[config.mk]
export PLATFORM = sky130hd
export DESIGN_NAME = score_accum
export DESIGN_NICKNAME = d
export VERILOG_FILES = /design/src/rtl/score_pkg.sv /design/src/rtl/score_bonus_calc.sv /design/src/rtl/score_accum.sv
export SDC_FILE = /design/constraint.sdc
export NUM_CORES = 1
export LEC_CHECK = 0
export ABC_AREA = 1
export CAP_MARGIN = 5
export CORE_MARGIN = 3
export CORE_UTILIZATION = 58
export CTS_CLUSTER_DIAMETER = 50
export DETAILED_ROUTE_END_ITERATION = 7
export PLACE_DENSITY = 0.87
export SLEW_MARGIN = 20
export SYNTH_ARGS = -nofsm -noshare
export SYNTH_HDL_FRONTEND = slang
export SYNTH_HIERARCHICAL = 1
export SYNTH_SLANG_ARGS = --single-unit
[constraint.sdc]
create_clock -name CLOCK -period 4 [get_ports CLOCK]
set_clock_uncertainty 0.2 [all_clocks]
set_input_delay 0.8 -clock CLOCK [delete_from_list [all_inputs] [get_ports CLOCK]]
set_output_delay 0.8 -clock CLOCK [all_outputs]
set_load 0.01 [all_outputs]
[src/rtl/score_pkg.sv]
// Shared types and width helpers for the score accumulator.
//   mode_e     : scoring mode carried on REG_SetupMAPA
//   state_e    : accumulator FSM states
//   bonus_width: width of the registered bonus (LEVEL_W + ROUND_W + 1)
//   max_u      : unsigned maximum, used for the pre-saturation sum width
package score_pkg;

   typedef enum logic [1:0] {
      MODE_PLAIN  = 2'd0,
      MODE_STREAK = 2'd1,
      MODE_DOUBLE = 2'd2,
      MODE_LEVEL  = 2'd3
   } mode_e;

   typedef enum logic [1:0] {
      IDLE = 2'd0,
      CALC = 2'd1,
      ACC  = 2'd2
   } state_e;

   function automatic int unsigned bonus_width(input int unsigned level_w,
                                               input int unsigned round_w);
      return level_w + round_w + 1;
   endfunction

   function automatic int unsigned max_u(input int unsigned a, input int unsigned b);
      return (a > b) ? a : b;
   endfunction

endpackage

[src/rtl/score_bonus_calc.sv]
// Combinational bonus for one completed round.
//   i_level   : captured game level
//   i_round   : captured sequence length
//   i_mode    : captured scoring mode
//   i_streak  : captured streak of the addressed channel
//   o_bonus_c : bonus, BONUS_W bits (never overflows for any input)
module score_bonus_calc
   import score_pkg::*;
#(
   parameter  int unsigned LEVEL_W = 2,
   parameter  int unsigned ROUND_W = 4,
   localparam int unsigned BONUS_W = bonus_width(LEVEL_W, ROUND_W)
) (
   input  logic [LEVEL_W-1:0] i_level,
   input  logic [ROUND_W-1:0] i_round,
   input  mode_e              i_mode,
   input  logic [ROUND_W-1:0] i_streak,
   output logic [BONUS_W-1:0] o_bonus_c
);

   localparam int unsigned P_W = LEVEL_W + ROUND_W;

   logic [P_W-1:0] w_prod;

   assign w_prod = P_W'(i_level) * P_W'(i_round);

   // Mode select; the widest case (2*P) fits exactly in BONUS_W.
   always_comb begin
      o_bonus_c = '0;
      case (i_mode)
         MODE_PLAIN:  o_bonus_c = BONUS_W'(w_prod);
         MODE_STREAK: o_bonus_c = BONUS_W'(w_prod) + BONUS_W'(i_streak);
         MODE_DOUBLE: o_bonus_c = {w_prod, 1'b0};
         MODE_LEVEL:  o_bonus_c = BONUS_W'(w_prod) + BONUS_W'(i_level);
         default:     o_bonus_c = '0;
      endcase
   end

endmodule

[src/rtl/score_accum.sv]
// Multi-channel score accumulator: IDLE -> CALC -> ACC per accepted round.
//   CLOCK, RESET     : clock, async active-low reset
//   ROUND_OK/MISS    : round completed / failed pulses for channel PLAYER
//   ROUND, REG_Setup*: round length, level and scoring mode captured on accept
//   PLAYER           : addressed channel, also selects POINTS
//   CLEAR            : zero totals/streaks/SAT, abort in-flight op
//   POINTS           : combinational read of total[PLAYER]
//   HIGH_SCORE       : best total since reset
//   SCORE_VALID, DROP: one-cycle pulses; BUSY: op in flight; SAT: sticky clip
module score_accum
   import score_pkg::*;
#(
   parameter  int unsigned LEVEL_W   = 2,
   parameter  int unsigned ROUND_W   = 4,
   parameter  int unsigned POINTS_W  = 8,
   parameter  int unsigned N_PLAYERS = 2,
   localparam int unsigned PLAYER_W  = (N_PLAYERS > 1) ? $clog2(N_PLAYERS) : 1
) (
   input  logic                CLOCK,
   input  logic                RESET,
   input  logic                ROUND_OK,
   input  logic                ROUND_MISS,
   input  logic [ROUND_W-1:0]  ROUND,
   input  logic [LEVEL_W-1:0]  REG_SetupLEVEL,
   input  logic [1:0]          REG_SetupMAPA,
   input  logic [PLAYER_W-1:0] PLAYER,
   input  logic                CLEAR,
   output logic [POINTS_W-1:0] POINTS,
   output logic [POINTS_W-1:0] HIGH_SCORE,
   output logic                SCORE_VALID,
   output logic                BUSY,
   output logic                DROP,
   output logic                SAT
);

   localparam int unsigned BONUS_W = bonus_width(LEVEL_W, ROUND_W);
   localparam int unsigned SUM_W   = max_u(BONUS_W, POINTS_W) + 1;

   state_e              r_state;
   state_e              w_state_nxt;
   logic                w_accept;
   logic                w_acc;
   logic                w_drop_nxt;
   logic                w_player_ok;

   logic [LEVEL_W-1:0]  r_level;
   logic [ROUND_W-1:0]  r_round;
   mode_e               r_mode;
   logic [PLAYER_W-1:0] r_player;
   logic [ROUND_W-1:0]  r_streak_cap;
   logic [BONUS_W-1:0]  r_bonus;
   logic [BONUS_W-1:0]  w_bonus_c;

   logic [POINTS_W-1:0] r_total      [N_PLAYERS];
   logic [POINTS_W-1:0] w_total_nxt  [N_PLAYERS];
   logic [ROUND_W-1:0]  r_streak     [N_PLAYERS];
   logic [ROUND_W-1:0]  w_streak_nxt [N_PLAYERS];

   logic [POINTS_W-1:0] r_high;
   logic                r_valid;
   logic                r_drop;
   logic                r_sat;

   logic [ROUND_W-1:0]  w_cap_streak;
   logic [SUM_W-1:0]    w_sum;
   logic                w_clip;
   logic [POINTS_W-1:0] w_total_new;

   assign w_player_ok = 32'(PLAYER) < N_PLAYERS;

   // FSM state register
   always_ff @(posedge CLOCK or negedge RESET) begin : p_state
      if (!RESET) r_state <= IDLE;
      else        r_state <= w_state_nxt;
   end

   // FSM next state and control strobes; CLEAR wins silently
   always_comb begin : p_fsm
      w_state_nxt = r_state;
      w_accept    = 1'b0;
      w_acc       = 1'b0;
      w_drop_nxt  = 1'b0;
      if (CLEAR) begin
         w_state_nxt = IDLE;
      end else begin
         case (r_state)
            IDLE: begin
               if (ROUND_OK) begin
                  if (w_player_ok) begin
                     w_accept    = 1'b1;
                     w_state_nxt = CALC;
                  end else begin
                     w_drop_nxt = 1'b1;
                  end
               end
            end
            CALC: begin
               w_drop_nxt  = ROUND_OK;
               w_state_nxt = ACC;
            end
            ACC: begin
               w_drop_nxt  = ROUND_OK;
               w_acc       = 1'b1;
               w_state_nxt = IDLE;
            end
            default: w_state_nxt = IDLE;
         endcase
      end
   end

   score_bonus_calc #(
      .LEVEL_W (LEVEL_W),
      .ROUND_W (ROUND_W)
   ) u_bonus (
      .i_level   (r_level),
      .i_round   (r_round),
      .i_mode    (r_mode),
      .i_streak  (r_streak_cap),
      .o_bonus_c (w_bonus_c)
   );

   // A same-cycle miss on the accepted channel is seen before capture
   assign w_cap_streak = ROUND_MISS ? '0 : r_streak[PLAYER];

   // Saturating add; clipped when anything lands above the POINTS_W bits
   assign w_sum       = SUM_W'(r_total[r_player]) + SUM_W'(r_bonus);
   assign w_clip      = |w_sum[SUM_W-1:POINTS_W];
   assign w_total_new = w_clip ? '1 : w_sum[POINTS_W-1:0];

   // Per-channel next totals/streaks: miss zeroes first, ACC increment after
   for (genvar g = 0; g < N_PLAYERS; g++) begin : g_chan
      logic                w_hit_acc;
      logic                w_hit_miss;
      logic [ROUND_W-1:0]  w_base;

      assign w_hit_acc  = w_acc && (r_player == PLAYER_W'(g));
      assign w_hit_miss = ROUND_MISS && (PLAYER == PLAYER_W'(g));
      assign w_base     = w_hit_miss ? '0 : r_streak[g];

      assign w_streak_nxt[g] = CLEAR ? '0 :
                               (w_hit_acc && (w_base != '1)) ? w_base + 1'b1 : w_base;
      assign w_total_nxt[g]  = CLEAR ? '0 : (w_hit_acc ? w_total_new : r_total[g]);
   end

   // Datapath registers
   always_ff @(posedge CLOCK or negedge RESET) begin : p_data
      if (!RESET) begin
         r_level      <= '0;
         r_round      <= '0;
         r_mode       <= MODE_PLAIN;
         r_player     <= '0;
         r_streak_cap <= '0;
         r_bonus      <= '0;
         r_total      <= '{default: '0};
         r_streak     <= '{default: '0};
         r_high       <= '0;
         r_valid      <= 1'b0;
         r_drop       <= 1'b0;
         r_sat        <= 1'b0;
      end else begin
         r_valid  <= 1'b0;
         r_drop   <= w_drop_nxt;
         r_total  <= w_total_nxt;
         r_streak <= w_streak_nxt;
         if (CLEAR) begin
            r_sat <= 1'b0;
         end else begin
            if (w_accept) begin
               r_level      <= REG_SetupLEVEL;
               r_round      <= ROUND;
               r_mode       <= mode_e'(REG_SetupMAPA);
               r_player     <= PLAYER;
               r_streak_cap <= w_cap_streak;
            end
            if (r_state == CALC) r_bonus <= w_bonus_c;
            if (w_acc) begin
               r_valid <= 1'b1;
               if (w_clip) r_sat <= 1'b1;
               if (w_total_new > r_high) r_high <= w_total_new;
            end
         end
      end
   end

   assign POINTS      = w_player_ok ? r_total[PLAYER] : '0;
   assign HIGH_SCORE  = r_high;
   assign SCORE_VALID = r_valid;
   assign BUSY        = (r_state != IDLE);
   assign DROP        = r_drop;
   assign SAT         = r_sat;

endmodule

==> results_dict.tcl <==
set metrics [dict create \
    p_switching_mw 0.659 \
    met1_usage 0.323 \
    clock_latency_ns 0.34 \
    grt_max_degree 32 \
    num-fill-cells 476 \
    ys_types 35 \
    syn_nets 564 \
    fin_nets 604 \
    worstPathArrival_ns 3.66 \
    cts-resized-gates 0 \
    seq_area_frac_synth 0.373 \
    crit_fanout 9 \
    post-place-ws_ns 0.493 \
    vias_per_cell 5.37 \
    area_delta_synth_final_pct 16.2 \
    routabilityCongestion 0.918 \
    yosys_warnings 6 \
    grt_pass1_vias 3382 \
    min_path_type "reg2reg" \
    hold_buffers 0 \
    wire_per_inst_microns 13.8 \
    clockRootBuffer "clkbuf_8" \
    leakage_nw 2.41 \
    cts_buffer_depth 2 \
    max_freq_ghz 0.279 \
    relSlewSlack 0.543 \
    via_count 3425 \
    grt_overflow 0 \
    finalMaxSlewViolations 0 \
    ys_ff_latch 57 \
    die_height_microns 87.2 \
    clk_pin_slew_ns 0.06 \
    p_int_mw 1.26 \
    final.setup.worst_slack_ns 0.415 \
    top_usage_layer "met2" \
    max_slew.worst_pin.slew_ns 0.685 \
    crit_type "reg2reg" \
    diodes 0 \
    drtIter0Drc 267 \
    cts_tree "built" \
    required_ns 4.08 \
    power_frac_seq 0.374 \
    portBuffers 33 \
    startpoint_type "flop" \
    start_util 0.620 \
    h-tree-depth 3 \
    combinationalPowerShare 0.327 \
    cp-end-kind "flop" \
    swShare 0.343 \
    fin_tns_setup_ns 0 \
    drive_above_1_share 0.108 \
    postRouteAntennaNets 0 \
    grt_use_met2 0.400 \
    track_usage 0.249 \
    ir_worst_vdd_uv 304 \
    period_minus_slack_ns 3.59 \
    antenna_found_initial 0 \
    syn-instance-count 519 \
    fin_crit_sh 0.896 \
    boundaryPins 34 \
    drcViolationCount 0 \
    synth_area_sq_um 3820 \
    hold_viol_final 0 \
    die_w_microns 87.2 \
    drtPass1Iterations 5 \
    outcome "finished, final reports clean" \
    grt_use_met3 0.0577 \
    hpwl_mm 6.54 \
    wl_mm 8.79 \
    numCtsBuffers 9 \
    power.density_nw_per_um2 432 \
    core-area_sq_um 6170 \
    row_count 28 \
    max_cap_violations 0 \
    finalSetupViolations 0 \
    rsz0062_at_grt "false" \
    avgSynthCellArea_sq_um 7.37 \
    grt_first_pass_wirelength_mm 14.8 \
    cts.sinks 57 \
    post_cts_buffers 0 \
    pwr-share-clk 0.299 \
    die_area_sq_um 7600 \
]
power by group through the flow:
stage	Sequential, mW	Clock (mW)	Combinational, mW
2_1_floorplan	0.712	0	0.440
4_1_cts	0.717	0.585	0.624
5_1_grt	0.727	0.607	0.715
3_5_place_dp	0.726	0	0.616
3_3_place_gp	0.721	0	0.594
6_report	0.718	0.575	0.627
flip-flops by register name, summed over array words and instances (netlist names):
name / count
r_streak: 8
HIGH_SCORE: 8
r_round: 4
r_total: 16
SAT: 1
DROP: 1
SCORE_VALID: 1
r_streak_cap: 4
r_state: 2
r_mode: 2
r_player: 1
r_level: 2
r_bonus: 7
metal layers:
layer | share of wire | routed length (microns)
met1 | 0.44 | 3900
met2 | 0.47 | 4170
met3 | 0.061 | 537
met4 | 0.021 | 182
met5 | 0 | 0
cell families (layout without fill, tap and decap cells):
| logic type | Yosys count | after routing | share of synthesized area |
|---|---|---|---|
| simple gates | 276 | 276 | 0.316 |
| mux | 9 | 9 | 0.0259 |
| buf+inv | 81 | 125 | 0.0838 |
| xor+xnor | 5 | 5 | 0.0115 |
| compound gates | 60 | 60 | 0.0828 |
| flops | 57 | 57 | 0.373 |
| fa+ha+maj | 31 | 31 | 0.107 |
cells in the final DEF, fill, tap and decap left out, drive strengths merged, types with 2 or more instances in the layout:
cell,count
nor2,29
xor2,4
nand2,214
clkbuf,13
o21ai,40
mux2i,2
a21oi,15
nand4,4
or2,3
inv,72
dfrtp,57
buf,6
nand3b,2
a21boi,2
nand3,24
mux2,7
fa,3
ha,28
clkdlybuf4s50,32
cells in the mapped netlist:
cell / number / area [sq um]
nor2_8: 1 / 20.0
o21ai_1: 9 / 45.0
a21oi_2: 1 / 8.76
xor2_1: 4 / 35.0
nand3b_1: 1 / 7.51
nand2_1: 202 / 758
buf_2: 4 / 20.0
or2_2: 1 / 6.26
nand3_2: 5 / 50.1
o21bai_1: 1 / 7.51
nand4_1: 4 / 25.0
or2_1: 2 / 12.5
nand3_1: 19 / 95.1
fa_1: 3 / 60.1
nor2_1: 23 / 86.3
nor2_4: 1 / 11.3
o21ai_0: 31 / 155
clkbuf_1: 3 / 11.3
dfrtp_1: 57 / 1430
a21oi_1: 14 / 70.1
ha_1: 28 / 350
o211ai_1: 1 / 7.51
nor2_2: 4 / 25.0
o21a_1: 1 / 7.51
buf_6: 1 / 11.3
buf_4: 1 / 7.51
inv_1: 65 / 244
mux2_2: 7 / 78.8
a21boi_0: 2 / 15.0
nand3b_4: 1 / 20.0
inv_2: 7 / 26.3
nand2_2: 9 / 56.3
mux2i_1: 2 / 20.0
nand2_4: 3 / 33.8
xnor2_1: 1 / 8.76
path summary, 6_finish.rpt:
kind	from	end	slack [ns]	depth (start not counted)
max	r_player	HIGH_SCORE[5]	0.41	20
min in group asynchronous	RESET	r_streak[0]	0.30	1
min reg2reg	r_total[14]	r_total[14]	0.28	2
min	r_total[14]	r_total[14]	0.28	2
max in group asynchronous	RESET	r_total[12]	2.49	2
max reg2reg	r_player	HIGH_SCORE[5]	0.41	20
cell type report:
cell class | instances | area [sq um] | share of cell area
multi-input combinational | 381 | 2080 | 0.467
sequential | 57 | 1430 | 0.321
timing repair buffer | 38 | 363 | 0.0816
inverter | 72 | 270 | 0.0608
clock buffer | 13 | 179 | 0.0403
tap | 75 | 93.8 | 0.0211
clock inverter | 2 | 35.0 | 0.00788
through the flow:
stage	hold WS, ns	instance area (sq um)	power, mW	instances	utilization
after floorplan	0.249	3820	1.15	519	-
after global placement	0.265	4230	1.32	623	0.686
after detailed placement	0.267	4230	1.34	623	0.686
after CTS	0.283	4440	1.93	638	0.721
after global routing	0.307	4440	2.05	638	0.721
final	0.282	4440	1.92	638	0.721
worst max-delay path: stages (launching register included):
cell      delay (ns)
dfrtp_1         0.47
buf_4           0.21
nand2_1         0.06
o21ai_0         0.16
fa_1            0.48
nand2_1         0.09
nand2_1         0.08
nand3_1         0.19
nor2_4          0.07
nor2_8          0.16
nand2_2         0.11
ha_1            0.31
inv_1           0.04
o21bai_1        0.13
nand2_1         0.06
nand2_1         0.05
nand2_1         0.06
a21oi_1         0.26
buf_4           0.20
nand2_1         0.06
nand2_1         0.06
Power figures use the tool's default switching activity.
